==> config.mk <==
export PLATFORM = sky130hd
export DESIGN_NAME = mem_initiator_flat
export DESIGN_NICKNAME = d
export VERILOG_FILES = /design/src/rtl/mem_initiator_if.sv /design/src/rtl/mem_initiator.sv /design/src/flat_wrapper.sv
export SDC_FILE = /design/constraint.sdc
export NUM_CORES = 1
export LEC_CHECK = 0
export BUFFER_PORTS_ARGS = -buffer_cell sky130_fd_sc_hd__buf_2
export CAP_MARGIN = 20
export CELL_PAD_IN_SITES_DETAIL_PLACEMENT = 0
export CELL_PAD_IN_SITES_GLOBAL_PLACEMENT = 1
export CORE_MARGIN = 10
export CORE_UTILIZATION = 39
export CTS_BUF_LIST = sky130_fd_sc_hd__clkbuf_4 sky130_fd_sc_hd__clkbuf_8
export CTS_CLUSTER_DIAMETER = 150
export DETAILED_ROUTE_END_ITERATION = 7
export PLACE_DENSITY_LB_ADDON = 0.1
export RECOVER_POWER = 100
export SLEW_MARGIN = 20
export SYNTH_ARGS = -nofsm -noshare
export SYNTH_HDL_FRONTEND = slang
export SYNTH_SLANG_ARGS = --single-unit
==> constraint.sdc <==
create_clock -name clk_i -period 2 [get_ports clk_i]
set_input_delay 0 -clock clk_i [delete_from_list [all_inputs] [get_ports clk_i]]
set_output_delay 0 -clock clk_i [all_outputs]
set_load 0.01 [all_outputs]
==> src/rtl/mem_initiator_if.sv <==
// mem_initiator_if: command, write/read data streams and memory bus of mem_initiator
interface mem_initiator_if #(
   parameter int WIDTH      = 16,
   parameter int ADDR_WIDTH = 6
);
   logic                  cmd_valid_i;
   logic                  cmd_ready_o;
   logic                  cmd_wr_i;
   logic [ADDR_WIDTH-1:0] cmd_addr_i;
   logic [ADDR_WIDTH:0]   cmd_len_i;
   logic [WIDTH-1:0]      wr_data_i;
   logic                  wr_valid_i;
   logic                  wr_ready_o;
   logic [WIDTH-1:0]      rd_data_o;
   logic                  rd_valid_o;
   logic                  done_o;
   logic                  err_o;
   logic [ADDR_WIDTH-1:0] mem_addr_o;
   logic [WIDTH-1:0]      mem_wdata_o;
   logic                  mem_wr_rd_o;
   logic                  mem_valid_o;
   logic [WIDTH-1:0]      mem_rdata_i;
   logic                  mem_ready_i;
   modport master (
      input  cmd_valid_i, cmd_wr_i, cmd_addr_i, cmd_len_i, wr_data_i, wr_valid_i, mem_rdata_i, mem_ready_i,
      output cmd_ready_o, wr_ready_o, rd_data_o, rd_valid_o, done_o, err_o, mem_addr_o, mem_wdata_o, mem_wr_rd_o, mem_valid_o
   );
   modport slave (
      output cmd_valid_i, cmd_wr_i, cmd_addr_i, cmd_len_i, wr_data_i, wr_valid_i, mem_rdata_i, mem_ready_i,
      input  cmd_ready_o, wr_ready_o, rd_data_o, rd_valid_o, done_o, err_o, mem_addr_o, mem_wdata_o, mem_wr_rd_o, mem_valid_o
   );
endinterface

==> src/rtl/mem_initiator.sv <==
// mem_initiator: burst read/write initiator with per-word GAP handshake and REQ watchdog
module mem_initiator #(
   parameter int WIDTH      = 16,
   parameter int ADDR_WIDTH = 6,
   parameter int TIMEOUT    = 15
) (
   input logic             clk_i,
   input logic             rst_i,
   mem_initiator_if.master bus
);
   localparam int WDW = $clog2(TIMEOUT + 1);
   typedef enum logic [2:0] {IDLE, FETCH, REQ, GAP, DONE} state_t;
   state_t                r_state;
   logic                  r_cmd_ready;
   logic                  r_wr_ready;
   logic                  r_mem_valid;
   logic                  r_mem_wr_rd;
   logic [ADDR_WIDTH-1:0] r_mem_addr;
   logic [WIDTH-1:0]      r_mem_wdata;
   logic [WIDTH-1:0]      r_rd_data;
   logic                  r_rd_valid;
   logic                  r_done;
   logic                  r_err;
   logic                  r_abort;
   logic [ADDR_WIDTH:0]   r_rem;
   logic [WDW-1:0]        r_wd;
   assign bus.cmd_ready_o = r_cmd_ready;
   assign bus.wr_ready_o  = r_wr_ready;
   assign bus.mem_valid_o = r_mem_valid;
   assign bus.mem_wr_rd_o = r_mem_wr_rd;
   assign bus.mem_addr_o  = r_mem_addr;
   assign bus.mem_wdata_o = r_mem_wdata;
   assign bus.rd_data_o   = r_rd_data;
   assign bus.rd_valid_o  = r_rd_valid;
   assign bus.done_o      = r_done;
   assign bus.err_o       = r_err;
   // Outputs are set on the transition into each state; done/err trail the DONE state by one cycle.
   always_ff @(posedge clk_i or negedge rst_i) begin
      if (!rst_i) begin
         r_state     <= IDLE;
         r_cmd_ready <= 1'b1;
         r_wr_ready  <= 1'b0;
         r_mem_valid <= 1'b0;
         r_mem_wr_rd <= 1'b0;
         r_mem_addr  <= '0;
         r_mem_wdata <= '0;
         r_rd_data   <= '0;
         r_rd_valid  <= 1'b0;
         r_done      <= 1'b0;
         r_err       <= 1'b0;
         r_abort     <= 1'b0;
         r_rem       <= '0;
         r_wd        <= '0;
      end else begin
         r_rd_valid <= 1'b0;
         r_done     <= 1'b0;
         r_err      <= 1'b0;
         case (r_state)
            IDLE: if (bus.cmd_valid_i) begin
               r_cmd_ready <= 1'b0;
               r_mem_wr_rd <= bus.cmd_wr_i;
               r_mem_addr  <= bus.cmd_addr_i;
               r_rem       <= bus.cmd_len_i;
               r_abort     <= 1'b0;
               if (bus.cmd_len_i == '0) begin
                  r_state <= DONE;
               end else if (bus.cmd_wr_i) begin
                  r_state    <= FETCH;
                  r_wr_ready <= 1'b1;
               end else begin
                  r_state     <= REQ;
                  r_mem_valid <= 1'b1;
                  r_wd        <= '0;
               end
            end
            FETCH: if (bus.wr_valid_i) begin
               r_mem_wdata <= bus.wr_data_i;
               r_wr_ready  <= 1'b0;
               r_mem_valid <= 1'b1;
               r_wd        <= '0;
               r_state     <= REQ;
            end
            REQ: if (bus.mem_ready_i) begin
               r_mem_valid <= 1'b0;
               r_state     <= GAP;
               if (!r_mem_wr_rd) begin
                  r_rd_data  <= bus.mem_rdata_i;
                  r_rd_valid <= 1'b1;
               end
            end else if (r_wd == WDW'(TIMEOUT - 1)) begin
               r_mem_valid <= 1'b0;
               r_abort     <= 1'b1;
               r_state     <= DONE;
            end else begin
               r_wd <= r_wd + 1'b1;
            end
            GAP: if (!bus.mem_ready_i) begin
               if (r_rem == (ADDR_WIDTH+1)'(1)) begin
                  r_state <= DONE;
               end else begin
                  r_rem      <= r_rem - 1'b1;
                  r_mem_addr <= r_mem_addr + 1'b1;
                  if (r_mem_wr_rd) begin
                     r_state    <= FETCH;
                     r_wr_ready <= 1'b1;
                  end else begin
                     r_state     <= REQ;
                     r_mem_valid <= 1'b1;
                     r_wd        <= '0;
                  end
               end
            end
            DONE: begin
               r_done      <= 1'b1;
               r_err       <= r_abort;
               r_cmd_ready <= 1'b1;
               r_state     <= IDLE;
            end
            default: r_state <= IDLE;
         endcase
      end
   end
endmodule
==> src/flat_wrapper.sv <==
// flat-port wrapper written by rule: the top's interface ports become plain ports
module mem_initiator_flat 
#(
   parameter int WIDTH      = 16,
   parameter int ADDR_WIDTH = 6,
   parameter int TIMEOUT    = 15
)
  (clk_i, rst_i, bus_cmd_valid_i, bus_cmd_wr_i, bus_cmd_addr_i, bus_cmd_len_i, bus_wr_data_i, bus_wr_valid_i, bus_mem_rdata_i, bus_mem_ready_i, bus_cmd_ready_o, bus_wr_ready_o, bus_rd_data_o, bus_rd_valid_o, bus_done_o, bus_err_o, bus_mem_addr_o, bus_mem_wdata_o, bus_mem_wr_rd_o, bus_mem_valid_o);
  mem_initiator_if #(.WIDTH(WIDTH), .ADDR_WIDTH(ADDR_WIDTH)) bus_i ();
  input logic clk_i;
  input logic rst_i;
  input wire logic [$bits(bus_i.cmd_valid_i)-1:0] bus_cmd_valid_i;
  input wire logic [$bits(bus_i.cmd_wr_i)-1:0] bus_cmd_wr_i;
  input wire logic [$bits(bus_i.cmd_addr_i)-1:0] bus_cmd_addr_i;
  input wire logic [$bits(bus_i.cmd_len_i)-1:0] bus_cmd_len_i;
  input wire logic [$bits(bus_i.wr_data_i)-1:0] bus_wr_data_i;
  input wire logic [$bits(bus_i.wr_valid_i)-1:0] bus_wr_valid_i;
  input wire logic [$bits(bus_i.mem_rdata_i)-1:0] bus_mem_rdata_i;
  input wire logic [$bits(bus_i.mem_ready_i)-1:0] bus_mem_ready_i;
  output wire logic [$bits(bus_i.cmd_ready_o)-1:0] bus_cmd_ready_o;
  output wire logic [$bits(bus_i.wr_ready_o)-1:0] bus_wr_ready_o;
  output wire logic [$bits(bus_i.rd_data_o)-1:0] bus_rd_data_o;
  output wire logic [$bits(bus_i.rd_valid_o)-1:0] bus_rd_valid_o;
  output wire logic [$bits(bus_i.done_o)-1:0] bus_done_o;
  output wire logic [$bits(bus_i.err_o)-1:0] bus_err_o;
  output wire logic [$bits(bus_i.mem_addr_o)-1:0] bus_mem_addr_o;
  output wire logic [$bits(bus_i.mem_wdata_o)-1:0] bus_mem_wdata_o;
  output wire logic [$bits(bus_i.mem_wr_rd_o)-1:0] bus_mem_wr_rd_o;
  output wire logic [$bits(bus_i.mem_valid_o)-1:0] bus_mem_valid_o;
  assign bus_i.cmd_valid_i = bus_cmd_valid_i;
  assign bus_i.cmd_wr_i = bus_cmd_wr_i;
  assign bus_i.cmd_addr_i = bus_cmd_addr_i;
  assign bus_i.cmd_len_i = bus_cmd_len_i;
  assign bus_i.wr_data_i = bus_wr_data_i;
  assign bus_i.wr_valid_i = bus_wr_valid_i;
  assign bus_i.mem_rdata_i = bus_mem_rdata_i;
  assign bus_i.mem_ready_i = bus_mem_ready_i;
  assign bus_cmd_ready_o = bus_i.cmd_ready_o;
  assign bus_wr_ready_o = bus_i.wr_ready_o;
  assign bus_rd_data_o = bus_i.rd_data_o;
  assign bus_rd_valid_o = bus_i.rd_valid_o;
  assign bus_done_o = bus_i.done_o;
  assign bus_err_o = bus_i.err_o;
  assign bus_mem_addr_o = bus_i.mem_addr_o;
  assign bus_mem_wdata_o = bus_i.mem_wdata_o;
  assign bus_mem_wr_rd_o = bus_i.mem_wr_rd_o;
  assign bus_mem_valid_o = bus_i.mem_valid_o;
  mem_initiator #(.WIDTH(WIDTH), .ADDR_WIDTH(ADDR_WIDTH), .TIMEOUT(TIMEOUT)) u_core (.clk_i(clk_i), .rst_i(rst_i), .bus(bus_i));
endmodule
# [Yosys cells after proc, flatten, opt, wreduce, memory -nomap -nowiden]
# Cells that the tools add are included.
[word_totals] register_bits=60 latchBits=0 ramBits=0 romBits=0 out_inout_bits=45 n_memories=0
[op_classes] n_addsub=3 mul=0 div=0 magnitude_cmp=0 n_eq_ne=19 n_shift=0 muxes=56 n_bitwise=1 reduce_logical=17
[op_table] cell="4-bit 2-to-1 mux" count=9
[op_table] cell="1-bit 2-to-1 mux" count=24
[op_table] cell="3-bit 2-to-1 mux" count=7
[op_table] cell="7-bit 2-to-1 mux" count=3
[op_table] cell="2-bit != test, second input constant" count=10
[op_table] cell="6-bit 2-to-1 mux" count=3
[op_table] cell="4-bit case mux with 4 select lines" count=1
[op_table] cell="7-bit case mux with 2 select lines" count=1
[op_table] cell="3-bit case mux with 4 select lines" count=1
[op_table] cell="6-bit case mux with 2 select lines" count=1
[op_table] cell="4-bit AND reduction" count=3
[op_table] cell="10-bit AND reduction" count=1
[op_table] cell="9-bit AND reduction" count=1
[op_table] cell="8-bit AND reduction" count=1
[op_table] cell="7-bit by 1-bit == test with 1-bit output, second input constant" count=1
[op_table] cell="7-bit logical NOT" count=1
[op_table] cell="7-bit by 1-bit subtractor with 7-bit output, second input constant" count=1
[op_table] cell="6-bit by 1-bit adder with 6-bit output, second input constant" count=1
[op_table] cell="3-bit by 2-bit == test with 1-bit output, second input constant" count=2
[op_table] cell="2-bit AND reduction" count=3
[op_table] cell="2-bit nonzero test" count=3
[op_table] cell="4-bit by 1-bit adder with 4-bit output, second input constant" count=1
[op_table] cell="4-bit == test, second input constant" count=1
[op_table] cell="2-bit 2-to-1 mux" count=2
[op_table] cell="other kinds (12)" count=14

# [Longest topological paths before layout]
[logic_depth] word_depth=4 ltp_mapped=7

# [Worst setup path after synthesis]
# No wires, ideal clock.
[synth_timing] kind="register -> register" from="reg u_core.r_rem[0]" to="reg u_core.r_mem_addr[1] (netlist: u_core.bus.mem_addr_o[1])" setup_ns=0.125 arrival_ns=1.621 required_time_ns=1.875 setup_slack_ns=0.253 path_stages_with_launch=6 cell_sequence="dfrtp_1 -> ha_1 -> nor2b_1 -> a211o_4 -> a21oi_4 -> mux2_4"
[synth_between] elab_chain_cells=3
[synth_lines] item="start: declaration" line_no="mem_initiator.sv:25" text="logic [ADDR_WIDTH:0] r_rem;"
[synth_lines] item="start signal: assignment" line_no="mem_initiator.sv:63" text="r_rem <= bus.cmd_len_i;"
[synth_lines] item="start signal: assignment" line_no="mem_initiator.sv:101" text="r_rem <= r_rem - 1'b1;"
[synth_lines] item="7-bit by 1-bit == test with 1-bit output" line_no="mem_initiator.sv:98" text="if (r_rem == (ADDR_WIDTH+1)'(1)) begin"
[synth_lines] item="2-bit != test (no line)"
[synth_lines] item="4-bit AND reduction (no line)"
[synth_lines] item="end signal: assignment" line_no="mem_initiator.sv:62" text="r_mem_addr <= bus.cmd_addr_i;"
[synth_lines] item="end signal: assignment" line_no="mem_initiator.sv:102" text="r_mem_addr <= r_mem_addr + 1'b1;"
[synth_lines] item="end: declaration" line_no="mem_initiator.sv:18" text="logic [ADDR_WIDTH-1:0] r_mem_addr;"
# Every way passes these cells.
# A chain may end at the register's enable or synchronous reset.

# [Worst setup path in the final report]
[layout_timing] from="reg u_core.r_rem[1]" to="reg u_core.r_rem[1]"
[layout_between] elab_chain_cells=4 elab_cells_between_ends=7
[layout_lines] item="7-bit by 1-bit subtractor with 7-bit output" line_no="mem_initiator.sv:101"
[layout_lines] item="7-bit 2-to-1 mux" line_no="mem_initiator.sv:98"
[layout_lines] item="7-bit 2-to-1 mux" line_no="mem_initiator.sv:97" text="GAP: if (!bus.mem_ready_i) begin"
[layout_lines] item="7-bit case mux with 2 select lines" line_no="mem_initiator.sv:58" text="case (r_state)"
# Parallel ways exist; a longest one is shown, timed or not. The select of a mux whose other input is x is not followed.

==> reports/metrics.sh <==
YS_WARN_COUNT=0
WORST-SLEW-PIN-TRANSITION_NS=1.39
SYNTHARSTFLOPSHARE=1.00
FIRST_PASS_ITERS=4
P_LEAK_nW=1.89
FILLERS=657
SYNTH_CELLS=266
CRITICAL_PATH_PEAK_FANOUT=7
SYNTH.LARGEST_AREA_CELL='sky130_fd_sc_hd__dfrtp_1'
CELL_CHOSEN_FOR_THE_CLOCK_ROOT='sky130_fd_sc_hd__clkbuf_8'
DETAILED_PLACE_HPWL_UM=6080
DP_SLACK_NS=0.140
FINAL.PERIOD_UTILIZATION=0.933
STARTING_UTILIZATION_OF_THE_CORE_AREA=0.407
DIE-AREA_MM2=0.0116
WORSTSETUPPATHTYPE='reg2reg'
GRT_START_MAX_NET_PINS=38
CP-START-KIND='register'
ENDPOINT_KIND='register'
ANT_NETS=0
CTS_MADE_BUFFERS=9
DESIGN_AREA_MM2=0.00427
SYN-CELL-AREA_MM2=0.00300
TIMING.FINAL.MAX_SLEW_VIOLATIONS=0
FMAX_MHz=536
ANTENNA_FOUND_INITIAL=0
REQUIRED_NS=2.22
STATUS='finished clean'
CTS.REPAIR_TIMING.SETUP_BUFFER_COUNT=0
GRT_REMAINING_OVERFLOW=0
MAX-VDD-IR-DROP_V=0.000622
DRT-VIAS-PER-INSTANCE=5.01
CELLPOWERDENSITY_mW_PER_MM2=1430
CLK_PIN_SLEW_WORST_SETUP_HOLD_PATHS_NS=0.07
NETLIST_TOP_CELLS_AREA='sky130_fd_sc_hd__dfrtp_1 49%, sky130_fd_sc_hd__mux2_2 12%, sky130_fd_sc_hd__a21oi_1 3.7%'
FIN_CRIT_NS=1.87
GRT_USE_TOTAL=0.153
VIAS_AFTER_DETAILED_ROUTING=2627
PORT_BUFFERS=95
MAX-CAP-VIOLATIONS=0
GPL.FINAL_WEIGHTED_CONGESTION=0.867
SETUP_VIOL=0
CLKSINKCOUNT=60
TRITONCTS_CLOCK_TREE='built'
ARRIVAL_TIME_OF_THE_WORST_SETUP_PATH_NS=2.09
BOUNDARYPINS=96
NUM_ROWS=31
NNETSFINAL=476
CLOCK_LATENCY_NS=0.34
FLOORPLAN.CORE_AREA_MM2=0.00737
DRC=0
SYNTH_LARGEST_TYPE_AREA_FRACTION=0.492
YS.FLOP_TYPE='sky130_fd_sc_hd__dfrtp_1'
PLACE_AREA_MM2=0.00370
YS_SEQ_ELEMENTS=60
POST_SYNTH_NUM_CELL_TYPES=51
DRTITER0DRC=102
CLOCK-SKEW-FINAL_NS=0.0123
ANTENNA_CELLS=0
NUMBER_OF_GLOBAL_ROUTE_VIAS_BEFORE_REPAIR=2854
SYN_NETS=322
REPORT.FINAL.HOLD_VIOL_COUNT=0
SYNTH.AVG_CELL_AREA_UM2=11.3
CTS.HOLD.BUFFERS_ADDED=43
RELSLEWSLACK=0.0753
HOLD_PATH.CLASS='in2reg'
LAYOUT.CELLS.NON_FILLER=524
SYNTH_SEQ_AREA_SHARE=0.501
DIE_X_UM=108
LAYOUT-AREA-OVERHEAD-VS-SYNTH_PCT=42.4
POST-PLACE-CELLS=465
DRT-TOTAL-WL_UM=8540
UTILIZATION=0.579
TNS_SETUP_NS=0
TOTAL_POWER_mW=6.11
SHARE_OF_POST_ROUTE_CELLS_WITH_DRIVE_STRENGTH_ABOVE_1=0.292
GRT_FIRST_PASS_WIRELENGTH_UM=14400
SYNTH_EDF_COUNT=0
H-TREE-DEPTH=3
RSZ0062_AT_GRT='false'
WHS_NS=0.00473
CTS_BUFFER_DEPTH=2
WIRE_PER_INST_UM=16.3
DIE_HEIGHT_UM=108
CTSRESIZECOUNT=0
FINALWORSTSETUPSLACK_NS=0.135
-- layout make-up --
cell class                      instances  area [µm²]  area share
Timing Repair Buffer                  154        1010       0.237
Clock buffer                           12         159      0.0372
Inverter                               11        41.3     0.00967
Clock inverter                          4        72.6      0.0170
Tap cell                               99         124      0.0290
Multi-Input combinational cell        184        1360       0.319
Sequential cell                        60        1500       0.352
-- layer usage --
layer,track usage,part of all wire,wire [µm],vias up
met4,0.0563,0.015,126,0
met1,0.182,0.42,3610,1254
li1,-,-,-,1299
met5,0,0,0,-
met3,0.0425,0.062,525,10
met2,0.258,0.50,4270,64
-- cells in the mapped netlist, types with 3 or more instances --
master and number:
sky130_fd_sc_hd__dfrtp_1 59, sky130_fd_sc_hd__mux2_2 33, sky130_fd_sc_hd__a21oi_1 22, sky130_fd_sc_hd__nand2_1 17, sky130_fd_sc_hd__inv_1 11, sky130_fd_sc_hd__nor2_1 11
sky130_fd_sc_hd__o21ai_0 11, sky130_fd_sc_hd__nand3_1 10, sky130_fd_sc_hd__nor3_1 8, sky130_fd_sc_hd__o2bb2ai_1 6, sky130_fd_sc_hd__and3_1 5, sky130_fd_sc_hd__buf_4 5
sky130_fd_sc_hd__ha_1 5, sky130_fd_sc_hd__o22ai_1 5, sky130_fd_sc_hd__a211oi_1 4, sky130_fd_sc_hd__a2bb2oi_1 3, sky130_fd_sc_hd__clkbuf_1 3, sky130_fd_sc_hd__mux2i_1 3
sky130_fd_sc_hd__nor4_1 3
-- where the power goes --
part	internal, mW	total (mW)	switching (mW)	leakage [nW]
clock network	0.782	1.27	0.485	0.116
logic	1.28	2.64	1.36	1.05
registers	1.76	2.20	0.440	0.728
-- placed cells by master, fill, tap and decap left out, types with 8 or more instances in the layout --
master / n
sky130_fd_sc_hd__nand2_1: 17
sky130_fd_sc_hd__clkbuf_1: 47
sky130_fd_sc_hd__a21oi_1: 22
sky130_fd_sc_hd__buf_4: 8
sky130_fd_sc_hd__nor2_1: 12
sky130_fd_sc_hd__dlygate4sd3_1: 43
sky130_fd_sc_hd__nor3_1: 9
sky130_fd_sc_hd__clkbuf_8: 11
sky130_fd_sc_hd__inv_1: 11
sky130_fd_sc_hd__mux2_2: 33
sky130_fd_sc_hd__buf_2: 49
sky130_fd_sc_hd__nand3_1: 10
sky130_fd_sc_hd__dfrtp_1: 59
sky130_fd_sc_hd__o21ai_0: 11
-- cells by family (layout without fill, tap and decap cells) --
family          Yosys count  after routing  share of synthesized area
simple gates             71             71                      0.136
compound gates           70             70                      0.161
buf+inv                  22            181                     0.0371
fa+ha+maj                 5              5                     0.0209
flops                    60             60                      0.501
mux                      38             38                      0.144
-- worst max-delay path: stages, from the launching register on --
cell and delay, ns:
sky130_fd_sc_hd__dfrtp_1 0.37, sky130_fd_sc_hd__inv_1 0.07, sky130_fd_sc_hd__ha_1 0.16, sky130_fd_sc_hd__nor2b_1 0.18
sky130_fd_sc_hd__a211o_4 0.40, sky130_fd_sc_hd__a21oi_4 0.25, sky130_fd_sc_hd__mux2_4 0.32
-- worst paths after layout --
path / from / endpoint / slack (ns) / cells past startpoint
min reg2reg: u_core.bus.mem_valid_o / u_core.bus.mem_valid_o / 0.50 / 2
min: bus_cmd_len_i[4] / u_core.r_rem[4] / 0.005 / 3
max reg2reg: u_core.r_rem[1] / u_core.r_rem[1] / 0.13 / 6
min in group asynchronous: rst_i / u_core.bus.mem_addr_o[1] / 0.51 / 2
max: u_core.r_rem[1] / u_core.r_rem[1] / 0.13 / 6
max in group asynchronous: rst_i / u_core.bus.cmd_ready_o / 0.59 / 3
-- flip-flops by register name, summed over array words and instances (netlist names) --
name and cells:
u_core.bus.err_o 1, u_core.r_abort 1, u_core.bus.mem_wdata_o 16, u_core.bus.rd_data_o 16, u_core.bus.mem_wr_rd_o 1, u_core.r_rem 7, u_core.r_state 3, u_core.r_wd 4
u_core.bus.wr_ready_o 1, u_core.bus.cmd_ready_o 1, u_core.bus.mem_valid_o 1, u_core.bus.done_o 1, u_core.bus.rd_valid_o 1, u_core.bus.mem_addr_o 6
Note: power is estimated with default switching activity, not from simulation.
